**src/rtl/tdot_pkg.sv**
```systemverilog
// Shared constants and slice helpers for the tdot issue controller.
// Lane-major packing: term t of lane l sits at (l*TERMS+t)*W.
package tdot_pkg;

  localparam int LANES   = 5;
  localparam int TERMS   = 3;
  localparam int W       = 8;
  localparam int LAT     = TERMS + 2;
  localparam int MUL_LAT = 2;
  localparam int AW      = LANES * TERMS * W;
  localparam int CW      = LANES * W;
  localparam int RW      = 16;

  function automatic int ab_lo(input int l, input int t);
    return (l * TERMS + t) * W;
  endfunction

  function automatic int c_lo(input int l);
    return l * W;
  endfunction

endpackage

```
**src/rtl/tdot_sched_if.sv**
```systemverilog
// Bundle between tdot_sched and its producer, consumer and datapath.
// slave = scheduler side, master = environment side.
interface tdot_sched_if;
  import tdot_pkg::*;

  logic          clr;
  logic          in_valid;
  logic          in_ready;
  logic [AW-1:0] in_a;
  logic [AW-1:0] in_b;
  logic [CW-1:0] in_c;
  logic          dp_en;
  logic [AW-1:0] dp_a;
  logic [AW-1:0] dp_b;
  logic [CW-1:0] dp_c;
  logic [CW-1:0] dp_res;
  logic          out_valid;
  logic          out_ready;
  logic [CW-1:0] out_res;
  logic          busy;
  logic [RW-1:0] retired;

  modport slave (
    input  clr, in_valid, in_a, in_b, in_c,
    input  dp_res, out_ready,
    output in_ready, dp_en, dp_a, dp_b, dp_c,
    output out_valid, out_res, busy, retired
  );

  modport master (
    output clr, in_valid, in_a, in_b, in_c,
    output dp_res, out_ready,
    input  in_ready, dp_en, dp_a, dp_b, dp_c,
    input  out_valid, out_res, busy, retired
  );

endinterface

```
**src/rtl/tdot_skew_line.sv**
```systemverilog
// Enabled delay line of DEPTH registers with synchronous clear.
// Ports: clk_i, rst_i, clr_i, en_i (shift), d_i in, q_o delayed out.
module tdot_skew_line #(
  parameter int WIDTH = 8,
  parameter int DEPTH = 1
) (
  input  logic             clk_i,
  input  logic             rst_i,
  input  logic             clr_i,
  input  logic             en_i,
  input  logic [WIDTH-1:0] d_i,
  output logic [WIDTH-1:0] q_o
);

  logic [WIDTH-1:0] pipe_q [DEPTH];

  always_ff @(posedge clk_i) begin
    if (rst_i || clr_i) begin
      for (int i = 0; i < DEPTH; i++) pipe_q[i] <= '0;
    end else if (en_i) begin
      pipe_q[0] <= d_i;
      for (int i = 1; i < DEPTH; i++) pipe_q[i] <= pipe_q[i-1];
    end
  end

  assign q_o = pipe_q[DEPTH-1];

endmodule

```
**src/rtl/tdot_sched.sv**
```systemverilog
// Issue controller for the 5-lane x 3-term dot-product datapath.
// Ports: clock, reset, bus (skewed issue, dp enable, result handshake).
module tdot_sched
  import tdot_pkg::*;
(
  input  logic         clock,
  input  logic         reset,
  tdot_sched_if.slave  bus
);

  logic          adv;
  logic          acc;
  logic [AW-1:0] a_g;
  logic [AW-1:0] b_g;
  logic [CW-1:0] c_g;
  logic [AW-1:0] dp_a_w;
  logic [AW-1:0] dp_b_w;
  logic [CW-1:0] dp_c_w;
  logic [LAT-1:0] vsr_q, vsr_d;
  logic [RW-1:0]  retired_q, retired_d;

  // The only stall source is a result the consumer refuses.
  assign adv = !(vsr_q[LAT-1] && !bus.out_ready);
  assign acc = bus.in_valid && adv;

  // Bubbles enter as zeros so the datapath never recycles stale operands.
  assign a_g = acc ? bus.in_a : '0;
  assign b_g = acc ? bus.in_b : '0;
  assign c_g = acc ? bus.in_c : '0;

  for (genvar l = 0; l < LANES; l++) begin : g_lane
    for (genvar t = 0; t < TERMS; t++) begin : g_term
      if (t == 0) begin : g_pass
        assign dp_a_w[ab_lo(l, t) +: W] = a_g[ab_lo(l, t) +: W];
        assign dp_b_w[ab_lo(l, t) +: W] = b_g[ab_lo(l, t) +: W];
      end else begin : g_skew
        tdot_skew_line #(.WIDTH(W), .DEPTH(t)) u_a (
          .clk_i (clock),
          .rst_i (reset),
          .clr_i (bus.clr),
          .en_i  (adv),
          .d_i   (a_g[ab_lo(l, t) +: W]),
          .q_o   (dp_a_w[ab_lo(l, t) +: W])
        );
        tdot_skew_line #(.WIDTH(W), .DEPTH(t)) u_b (
          .clk_i (clock),
          .rst_i (reset),
          .clr_i (bus.clr),
          .en_i  (adv),
          .d_i   (b_g[ab_lo(l, t) +: W]),
          .q_o   (dp_b_w[ab_lo(l, t) +: W])
        );
      end
    end

    // Addend meets the term-0 product after the multiplier registers.
    tdot_skew_line #(.WIDTH(W), .DEPTH(MUL_LAT)) u_c (
      .clk_i (clock),
      .rst_i (reset),
      .clr_i (bus.clr),
      .en_i  (adv),
      .d_i   (c_g[c_lo(l) +: W]),
      .q_o   (dp_c_w[c_lo(l) +: W])
    );
  end

  always_comb begin
    vsr_d     = vsr_q;
    retired_d = retired_q;
    if (vsr_q[LAT-1] && bus.out_ready) retired_d = retired_q + 1'b1;
    if (bus.clr) vsr_d = '0;
    else if (adv) vsr_d = {vsr_q[LAT-2:0], acc};
  end

  always_ff @(posedge clock) begin
    if (reset) begin
      vsr_q     <= '0;
      retired_q <= '0;
    end else begin
      vsr_q     <= vsr_d;
      retired_q <= retired_d;
    end
  end

  assign bus.dp_en     = adv;
  assign bus.in_ready  = adv;
  assign bus.dp_a      = dp_a_w;
  assign bus.dp_b      = dp_b_w;
  assign bus.dp_c      = dp_c_w;
  assign bus.out_valid = vsr_q[LAT-1];
  assign bus.out_res   = bus.dp_res;
  assign bus.busy      = |vsr_q;
  assign bus.retired   = retired_q;

endmodule

```
**src/flat_wrapper.sv**
```systemverilog
// flat-port wrapper written by rule: the top's interface ports become plain ports
module tdot_sched_flat import tdot_pkg::*;
  (clock, reset, bus_clr, bus_in_valid, bus_in_a, bus_in_b, bus_in_c, bus_dp_res, bus_out_ready, bus_in_ready, bus_dp_en, bus_dp_a, bus_dp_b, bus_dp_c, bus_out_valid, bus_out_res, bus_busy, bus_retired);
  tdot_sched_if bus_i ();
  input  logic clock;
  input  logic reset;
  input wire logic [$bits(bus_i.clr)-1:0] bus_clr;
  input wire logic [$bits(bus_i.in_valid)-1:0] bus_in_valid;
  input wire logic [$bits(bus_i.in_a)-1:0] bus_in_a;
  input wire logic [$bits(bus_i.in_b)-1:0] bus_in_b;
  input wire logic [$bits(bus_i.in_c)-1:0] bus_in_c;
  input wire logic [$bits(bus_i.dp_res)-1:0] bus_dp_res;
  input wire logic [$bits(bus_i.out_ready)-1:0] bus_out_ready;
  output wire logic [$bits(bus_i.in_ready)-1:0] bus_in_ready;
  output wire logic [$bits(bus_i.dp_en)-1:0] bus_dp_en;
  output wire logic [$bits(bus_i.dp_a)-1:0] bus_dp_a;
  output wire logic [$bits(bus_i.dp_b)-1:0] bus_dp_b;
  output wire logic [$bits(bus_i.dp_c)-1:0] bus_dp_c;
  output wire logic [$bits(bus_i.out_valid)-1:0] bus_out_valid;
  output wire logic [$bits(bus_i.out_res)-1:0] bus_out_res;
  output wire logic [$bits(bus_i.busy)-1:0] bus_busy;
  output wire logic [$bits(bus_i.retired)-1:0] bus_retired;
  assign bus_i.clr = bus_clr;
  assign bus_i.in_valid = bus_in_valid;
  assign bus_i.in_a = bus_in_a;
  assign bus_i.in_b = bus_in_b;
  assign bus_i.in_c = bus_in_c;
  assign bus_i.dp_res = bus_dp_res;
  assign bus_i.out_ready = bus_out_ready;
  assign bus_in_ready = bus_i.in_ready;
  assign bus_dp_en = bus_i.dp_en;
  assign bus_dp_a = bus_i.dp_a;
  assign bus_dp_b = bus_i.dp_b;
  assign bus_dp_c = bus_i.dp_c;
  assign bus_out_valid = bus_i.out_valid;
  assign bus_out_res = bus_i.out_res;
  assign bus_busy = bus_i.busy;
  assign bus_retired = bus_i.retired;
  tdot_sched u_core (.clock(clock), .reset(reset), .bus(bus_i));
endmodule
```
**config.mk**
```make
export PLATFORM = sky130hd
export DESIGN_NAME = tdot_sched_flat
export DESIGN_NICKNAME = d
export VERILOG_FILES = /design/src/rtl/tdot_pkg.sv /design/src/rtl/tdot_sched_if.sv /design/src/rtl/tdot_skew_line.sv /design/src/rtl/tdot_sched.sv /design/src/flat_wrapper.sv
export SDC_FILE = /design/constraint.sdc
export NUM_CORES = 1
export LEC_CHECK = 0
export CORE_AREA = 5 5 256 258
export CTS_BUF_LIST = sky130_fd_sc_hd__clkbuf_16
export DETAILED_ROUTE_END_ITERATION = 10
export DIE_AREA = 0 0 261 263
export MAX_ROUTING_LAYER = met4
export RECOVER_POWER = 25
export SYNTH_ARGS = -nofsm -noshare
export SYNTH_HDL_FRONTEND = slang
export SYNTH_SLANG_ARGS = --single-unit
```
**constraint.sdc**
```tcl
create_clock -name clock -period 6.4 [get_ports clock]
set_input_delay 0.96 -clock clock [delete_from_list [all_inputs] [get_ports clock]]
set_output_delay 0.96 -clock clock [all_outputs]
set_load 0.02 [all_outputs]
```
==> results by group, run 1 <==
Status
  • Status: finished clean

Yosys
  • Ys async rst share: 0
  • Number of synthesized flops with an enable pin: 320
  • Ys Warns: 0
  • Syn nets: approximately 1400
  • Netlist cell types: 31
  • Register area share after synthesis: 0.691
  • Dominant synthesized flop cell: edfxtp_1
  • Syn avg cell area: 13.7 µm²
  • Post-Synthesis Cell Area: 14500 µm²
  • Synth Instances: about 1100
  • Number of synthesized register bits: between 300 and 400

Worst hold path
  • Hold path depth: 2
  • Worst Hold Class: reg -> reg

Final layout
  • Fill count: ~6100
  • Share of layout cells above drive strength 1: 0.0516
  • Final net count: roughly 1800
  • Area delta synth->final: 47.2%
  • Final Util: 0.340

Global routing
  • Largest net degree at the start of global routing: between 200 and 250
  • Global Route Usage Sum: 0.132
  • GRT overflow: 0
  • Global-route wire length before repair: between 60 and 70 mm
  • Initial antenna violation count: 14
  • Vias in the first global route: roughly 9800

Floorplanning
  • Starting Density: 0.231
  • Die Span Y: roughly 260 µm
  • # rows: between 90 and 100
  • Die area: between 60000 and 70000 µm²
  • Die Wd: between 200 and 300 µm
  • Area of the core: ~63000 µm²
  • Num ports: roughly 670

Power and ir drop
  • Pwr dens: approximately 240 nW/µm²
  • LEAKAGE: 9.46 nW
  • VDD IR max: 191 µV

Setup path
  • Critical path type: in -> out
  • Worst path bufs/invs: 2
  • Slowest CP cell: nor2b_4
  • Max FO, Critical Path: between 80 and 90
  • CP endpoint kind: output pin
  • WP depth: 5
  • Crit path largest cell delay: between 0.9 and 1 ns
  • Crit path DAT: approximately 3.8 ns
  • Critical-path cell list: dlygate4sd3_1, nor2b_1, nor2b_4, and2_1, clkdlybuf4s50_1
  • CP startpoint kind: input pin
  • CP required: approximately 5.4 ns
  • R2R cell count: 4
  • Family with the most delay on the worst path: simple AND/OR/NAND/NOR gates

Clock network
  • Num CTS Buffers: 41
  • Hold_buf cts: 0
  • Clk buf depth: 3
  • Post-CTS Resized: 0
  • Clk pin slew, worst setup/hold paths: about 0.06 ns
  • Clock Latency Late Sink: about 0.54 ns
  • TritonCTS clock tree: yes
  • Clk sinks: roughly 340
  • Root buffer cell: clkbuf_16
  • Htree depth: 2
  • Post-CTS setup buffers: 0

STA
  • Worst Max-Slew Pin Slew: ~1.2 ns
  • Headroom to the max-slew limit: 0.181
  • Tcrit/Tclk final: 0.750
  • Final Setup Violations: 0
  • Slew Limit Fails: 0
  • Fin crit period: 4.80 ns
  • Max Fclk: around 210 MHz
  • RSZ-0062 raised after global routing: no
  • Clock skew: approximately 0.013 ns
  • Setup TNS: 0 ns
  • Endpoints failing hold: 0

Route
  • DR iter-0 viols: 473
  • Via density: a little under 4
  • Post-route ant nets: 0
  • DRC Markers: 0
  • DRT Pass-1 Iters: 4
  • Detailed-route wire length: 46.9 mm
  • Via count: roughly 9300
  • Drt wl/cell: between 15 and 20 µm

Job
  • Total of max-cap violations: 0

Placement
  • Routability Congestion: between 0.9 and 1
  • DP Wirelength: roughly 34 mm
  • Port Buffer Count: 584
final cells by class:
class / count / area [µm²] / share of cell area
Clock inverter: 31 / 200 / 0.00938
Sequential cell: 341 / 10000 / 0.470
Inverter: 2 / 7.51 / 0.000352
Multi-Input combinational cell: 482 / 3000 / 0.141
Tap cell: 846 / 1060 / 0.0496
Timing Repair Buffer: 591 / 5930 / 0.278
Clock buffer: 44 / 1100 / 0.0516
Antenna cell: 7 / 17.5 / 0.000820
metrics by stage:
| step | hold WS (ns) | cell area [µm²] | cells | setup WS [ns] | power, W |
|---|---|---|---|---|---|
| 2_1_floorplan | 0.464 | 14500 | 1056 | 0.435 | 0.00270 |
| 3_3_place_gp | 0.465 | 20000 | 2262 | 1.92 | 0.00296 |
| 3_5_place_dp | 0.480 | 20000 | 2262 | 1.67 | 0.00297 |
| 4_1_cts | 0.488 | 21300 | 2337 | 1.66 | 0.00527 |
| 5_1_grt | 0.514 | 21300 | 2343 | 1.36 | 0.00537 |
| 6_report | 0.480 | 21400 | 2344 | 1.60 | 0.00516 |
worst paths after layout:
check	from	endpoint	slack (ns)
worst min-delay path	u_core.bus.retired[15]	u_core.bus.retired[15]	0.48
worst max register to register	u_core.vsr_q[4]	u_core.g_lane[0].u_c.pipe_q[0][1]	3.47
worst min register to register	u_core.bus.retired[15]	u_core.bus.retired[15]	0.48
worst max-delay path	bus_out_ready	bus_dp_b[3]	1.60
cell families after synthesis:
logic type / count (synthesis) / share of synthesized area
adders and majority gates: 1 / 0.000862
muxes: 4 / 0.00285
xor gates and xnor gates: 10 / 0.00604
AOI/OAI and AO/OA: 10 / 0.00362
DFF: 341 / 0.691
buffers and inverters: 233 / 0.102
and+or+nand+nor: 457 / 0.193
layer usage:
| layer | up-vias | track usage | routed length, µm | share of wire |
|---|---|---|---|---|
| met5 | - | - | 0 | 0 |
| met4 | 0 | 0.0510 | 1750 | 0.037 |
| met3 | 84 | 0.0425 | 4100 | 0.088 |
| met2 | 446 | 0.236 | 24600 | 0.52 |
| met1 | 4384 | 0.135 | 16400 | 0.35 |
| li1 | 4376 | - | - | - |
cells in the final DEF (no fill, tap or decap), drive strengths merged, types with 3 or more instances in the layout:
cell and n:
diode 7, o21ai 3, edfxtp 320, clkbuf 44, nor2 20, nor2b 3, nor3 4, buf 8
clkinv 17, and3 201, nand3 7, nand2 7, mux2i 3, nand4 5, xnor2 6, and2 200
dfxtp 21, a21oi 6, inv 13, or3 3, xor2 4, dlygate4sd3 192, clkdlybuf4s50 391
worst min-delay path: cells and delay by family, from the launching register on:
family,cells,cell delay [ns]
AO/OA/AOI/OAI,2,0.11
flip-flops,1,0.31
cell usage after synthesis (2+ instances only):
cell type	instances	area, µm²
dfxtp_1	21	420
nand2_1	7	26.3
edfxtp_1	320	9610
and2_1	200	1250
o21ai_0	3	15.0
nor4_1	2	12.5
xor2_1	4	35.0
and3_1	201	1260
clkbuf_1	67	251
nor2_1	20	75.1
xnor2_1	6	52.6
buf_4	161	1210
mux2i_1	3	30.0
nor3_1	4	20.0
or2_2	2	12.5
inv_1	2	7.51
or3_2	2	15.0
nand3_1	6	30.0
nand4_1	4	25.0
nor2b_1	3	18.8
buf_2	3	15.0
a21oi_1	6	30.0
sequential cells by signal, summed over array words and instances, names as in the netlist:
register,cells
u_core.vsr_q,5
u_core.bus.retired,16
u_core.g_lane.g_term.g_skew.u_b.pipe_q,120
u_core.g_lane.u_c.pipe_q,80
u_core.g_lane.g_term.g_skew.u_a.pipe_q,120
power breakdown:
part / total (W) / internal, W / switching (W) / leakage [nW]
combinational: 0.000443 / 0.000256 / 0.000187 / 4.71
sequential: 0.00246 / 0.00246 / 0.00000945 / 4.08
clock: 0.00225 / 0.00132 / 0.000931 / 0.674
(Power assumes the default switching activity.)
==> run 2, diff against run 1 <==
--- a/config.mk
+++ b/config.mk
@@ -5,10 +5,10 @@
 export SDC_FILE = /design/constraint.sdc
 export NUM_CORES = 1
 export LEC_CHECK = 0
-export CORE_AREA = 5 5 256 258
+export CORE_AREA = 5 5 254 256
 export CTS_BUF_LIST = sky130_fd_sc_hd__clkbuf_16
 export DETAILED_ROUTE_END_ITERATION = 10
-export DIE_AREA = 0 0 261 263
+export DIE_AREA = 0 0 259 261
 export MAX_ROUTING_LAYER = met4
 export RECOVER_POWER = 25
 export SYNTH_ARGS = -nofsm -noshare
==> constraint.sdc (replaced) <==
create_clock -name clock -period 4.4 [get_ports clock]
set_input_delay 0.66 -clock clock [delete_from_list [all_inputs] [get_ports clock]]
set_output_delay 0.66 -clock clock [all_outputs]
set_load 0.02 [all_outputs]
==> results by group, run 2 (synthesis results as in run 1) <==
STA
  • Final Setup Violations: 0 (unchanged)
  • Clock skew: 0.0144 ns (was 0.0126 ns)
  • Slew Limit Fails: 42 (was 0)
  • Headroom to the max-slew limit: -0.0861 (was 0.181)
  • Setup TNS: 0 ns (unchanged)
  • Fin Hold WS: 0.481 ns (was 0.480 ns)
  • Max Fclk: roughly 260 MHz
  • RSZ-0062 raised after global routing: no (unchanged)
  • Endpoints failing hold: 0 (unchanged)
  • Tcrit/Tclk final: 0.871
  • Worst Max-Slew Pin Slew: 1.63 ns (was 1.23 ns)
  • Fin crit period: about 3.8 ns

Route
  • Via count: 9401 (was 9290)
  • Detailed-route wire length: 46.9 mm (about the same)
  • DRT Pass-1 Iters: 4 (unchanged)
  • Post-route ant nets: 0 (unchanged)
  • Drt wl/cell: 19.8 µm (was 20.0 µm)
  • DRC Markers: 0 (unchanged)
  • DR iter-0 viols: 480 (was 473)
  • Via density: 3.97 (was 3.96)

Setup path
  • RR Startpoint: u_core.vsr_q[4] (unchanged)
  • Crit path DAT: 3.17 ns (was 3.84 ns)
  • CP endpoint kind: output pin (unchanged)
  • CP startpoint kind: input pin (unchanged)
  • Critical path endpoint: bus_dp_b[26] (was bus_dp_b[3])
  • R2R setup slack: 0.97 ns (was 3.47 ns)
  • Critical path type: in -> out (unchanged)
  • R2R cell count: 6 (was 4)
  • Max FO, Critical Path: 81 (unchanged)
  • End of the worst register-to-register path: u_core.g_lane[1].u_c.pipe_q[0][3] (was u_core.g_lane[0].u_c.pipe_q[0][1])
  • CP startpoint: bus_out_ready (unchanged)
  • CP required: 3.74 ns (was 5.44 ns)

Power and ir drop
  • Flop pwr share: 0.479 (was 0.478)
  • NetSw: 0.00162 W (was 0.00113 W)
  • Sw Ratio: 0.217 (was 0.219)
  • Clk pwr share: 0.434 (was 0.437)
  • Internal power: 0.00586 W (was 0.00403 W)
  • VDD IR max: 205 µV (was 191 µV)
  • LEAKAGE: 9.23 nW (was 9.46 nW)
  • Combinational Power Share: 0.087 (was 0.086)
  • Pwr dens: 348 nW/µm² (was 242 nW/µm²)

Floorplanning
  • Num ports: 665 (unchanged)
  • Die area: 67600 µm² (was 68600 µm²)
  • Die Span Y: 261 µm (was 263 µm)
  • # rows: 92 (unchanged)
  • Die Wd: 259 µm (was 261 µm)
  • Area of the core: 62300 µm² (was 62700 µm²)
  • Starting Density: 0.233 (was 0.231)

Global routing
  • Initial antenna violation count: 18 (was 14)
  • Largest net degree at the start of global routing: 201 (was 247)
  • Vias in the first global route: 10000 (was 9818)
  • Global-route wire length before repair: 65.7 mm (was 65.8 mm)
  • Global Route Usage Sum: 0.134 (was 0.132)
  • GRT overflow: 0 (unchanged)

Final layout
  • Most frequent cells in the layout: clkdlybuf4s50_1, edfxtp_1, and3_1 (unchanged)
  • Biggest regs: u_core.g_lane.g_term.g_skew.u_a.pipe_q: 120 flops, u_core.g_lane.g_term.g_skew.u_b.pipe_q: 120 flops, u_core.g_lane.u_c.pipe_q: 80 flops (unchanged)
  • Most common cell after layout, fill and taps aside: clkdlybuf4s50_1 (unchanged)
  • Area delta synth->final: 48.2% (was 47.2%)
  • Final net count: 1800 (was 1785)
  • Share of layout cells above drive strength 1: 0.0538 (was 0.0516)

Clock network
  • Clock Latency Late Sink: 0.54 ns (about the same)
  • Hold_buf cts: 0 (unchanged)
  • Post-CTS setup buffers: 0 (unchanged)
  • Clk buf depth: 3 (unchanged)
  • Clk pin slew, worst setup/hold paths: 0.06 ns (about the same)
  • Num CTS Buffers: 40 (was 41)
  • TritonCTS clock tree: yes (unchanged)
  • Htree depth: 2 (unchanged)
  • Clk sinks: 341 (unchanged)
  • Root buffer cell: clkbuf_16 (unchanged)
  • Post-CTS Resized: 0 (unchanged)

Placement
  • Port Buffer Count: 584 (unchanged)
  • Routability Congestion: 0.924 (was 0.918)
  • DP Wirelength: 34.6 mm (was 34.1 mm)

Worst hold path
  • Worst Hold Class: reg -> reg (unchanged)

Status
  • Failing checks: capacitance limit, slew limit
  • Status: finished, violations left (was finished clean)

Job
  • Total of max-cap violations: 1 (was 0)
==> run 2: worst min path at each step <==
stage / cells after the start / to / slack (ns) / from
after floorplan: 2 / u_core.vsr_q[4] / 0.46 / u_core.vsr_q[3]
after global placement: 2 / u_core.bus.retired[15] / 0.46 / u_core.bus.retired[15]
after detailed placement: 2 / u_core.bus.retired[15] / 0.48 / u_core.bus.retired[15]
after CTS: 2 / u_core.bus.retired[15] / 0.49 / u_core.bus.retired[15]
after global routing: 2 / u_core.bus.retired[15] / 0.52 / u_core.bus.retired[15]
final: 2 / u_core.bus.retired[15] / 0.48 / u_core.bus.retired[15]
==> run 2: final cells by class <==
cell class	instances	area, µm²
antenna	15	37.5
clock buffer	42	1050
clock inverter	31	234
fill	6089	40800
inverter	2	7.51
multi-input combinational	482	2990
sequential	341	10000
tap	846	1060
timing repair buffer	607	6080
==> run 2: per-layer routing <==
layer	up-vias	GRT usage	routed length (µm)
met5	-	-	0
met4	0	0.0612	1440
met3	70	0.0480	3940
met2	441	0.226	24100
met1	4473	0.141	17400
li1	4417	-	-
==> run 2: power groups by stage <==
stage	sequential [W]	combinational (W)	clock, W
finish	0.00358	0.000653	0.00325
global route	0.00359	0.000695	0.00351
CTS	0.00359	0.000672	0.00337
global placement	0.00365	0.000666	0
detailed placement	0.00365	0.000666	0
floorplan	0.00368	0.000257	0
==> run 2: worst max-delay path, cell delays in order <==
cell and delay [ns]:
dlygate4sd3_1 0.66, nor2b_1 0.09, clkbuf_1 0.25, nor2b_4 0.15, buf_4 0.46, and2_1 0.22
clkdlybuf4s50_1 0.63
==> run 2: per-stage QoR <==
stage	power [W]	utilization	instances	setup slack [ns]	area, µm²
after detailed placement	0.00432	0.325	2278	0.761	20200
after global placement	0.00432	0.325	2278	0.885	20200
after floorplan	0.00393	-	1056	0.344	14500
final	0.00748	0.345	2366	0.566	21500
after CTS	0.00763	0.345	2351	0.739	21500
after global routing	0.00779	0.345	2361	0.391	21500
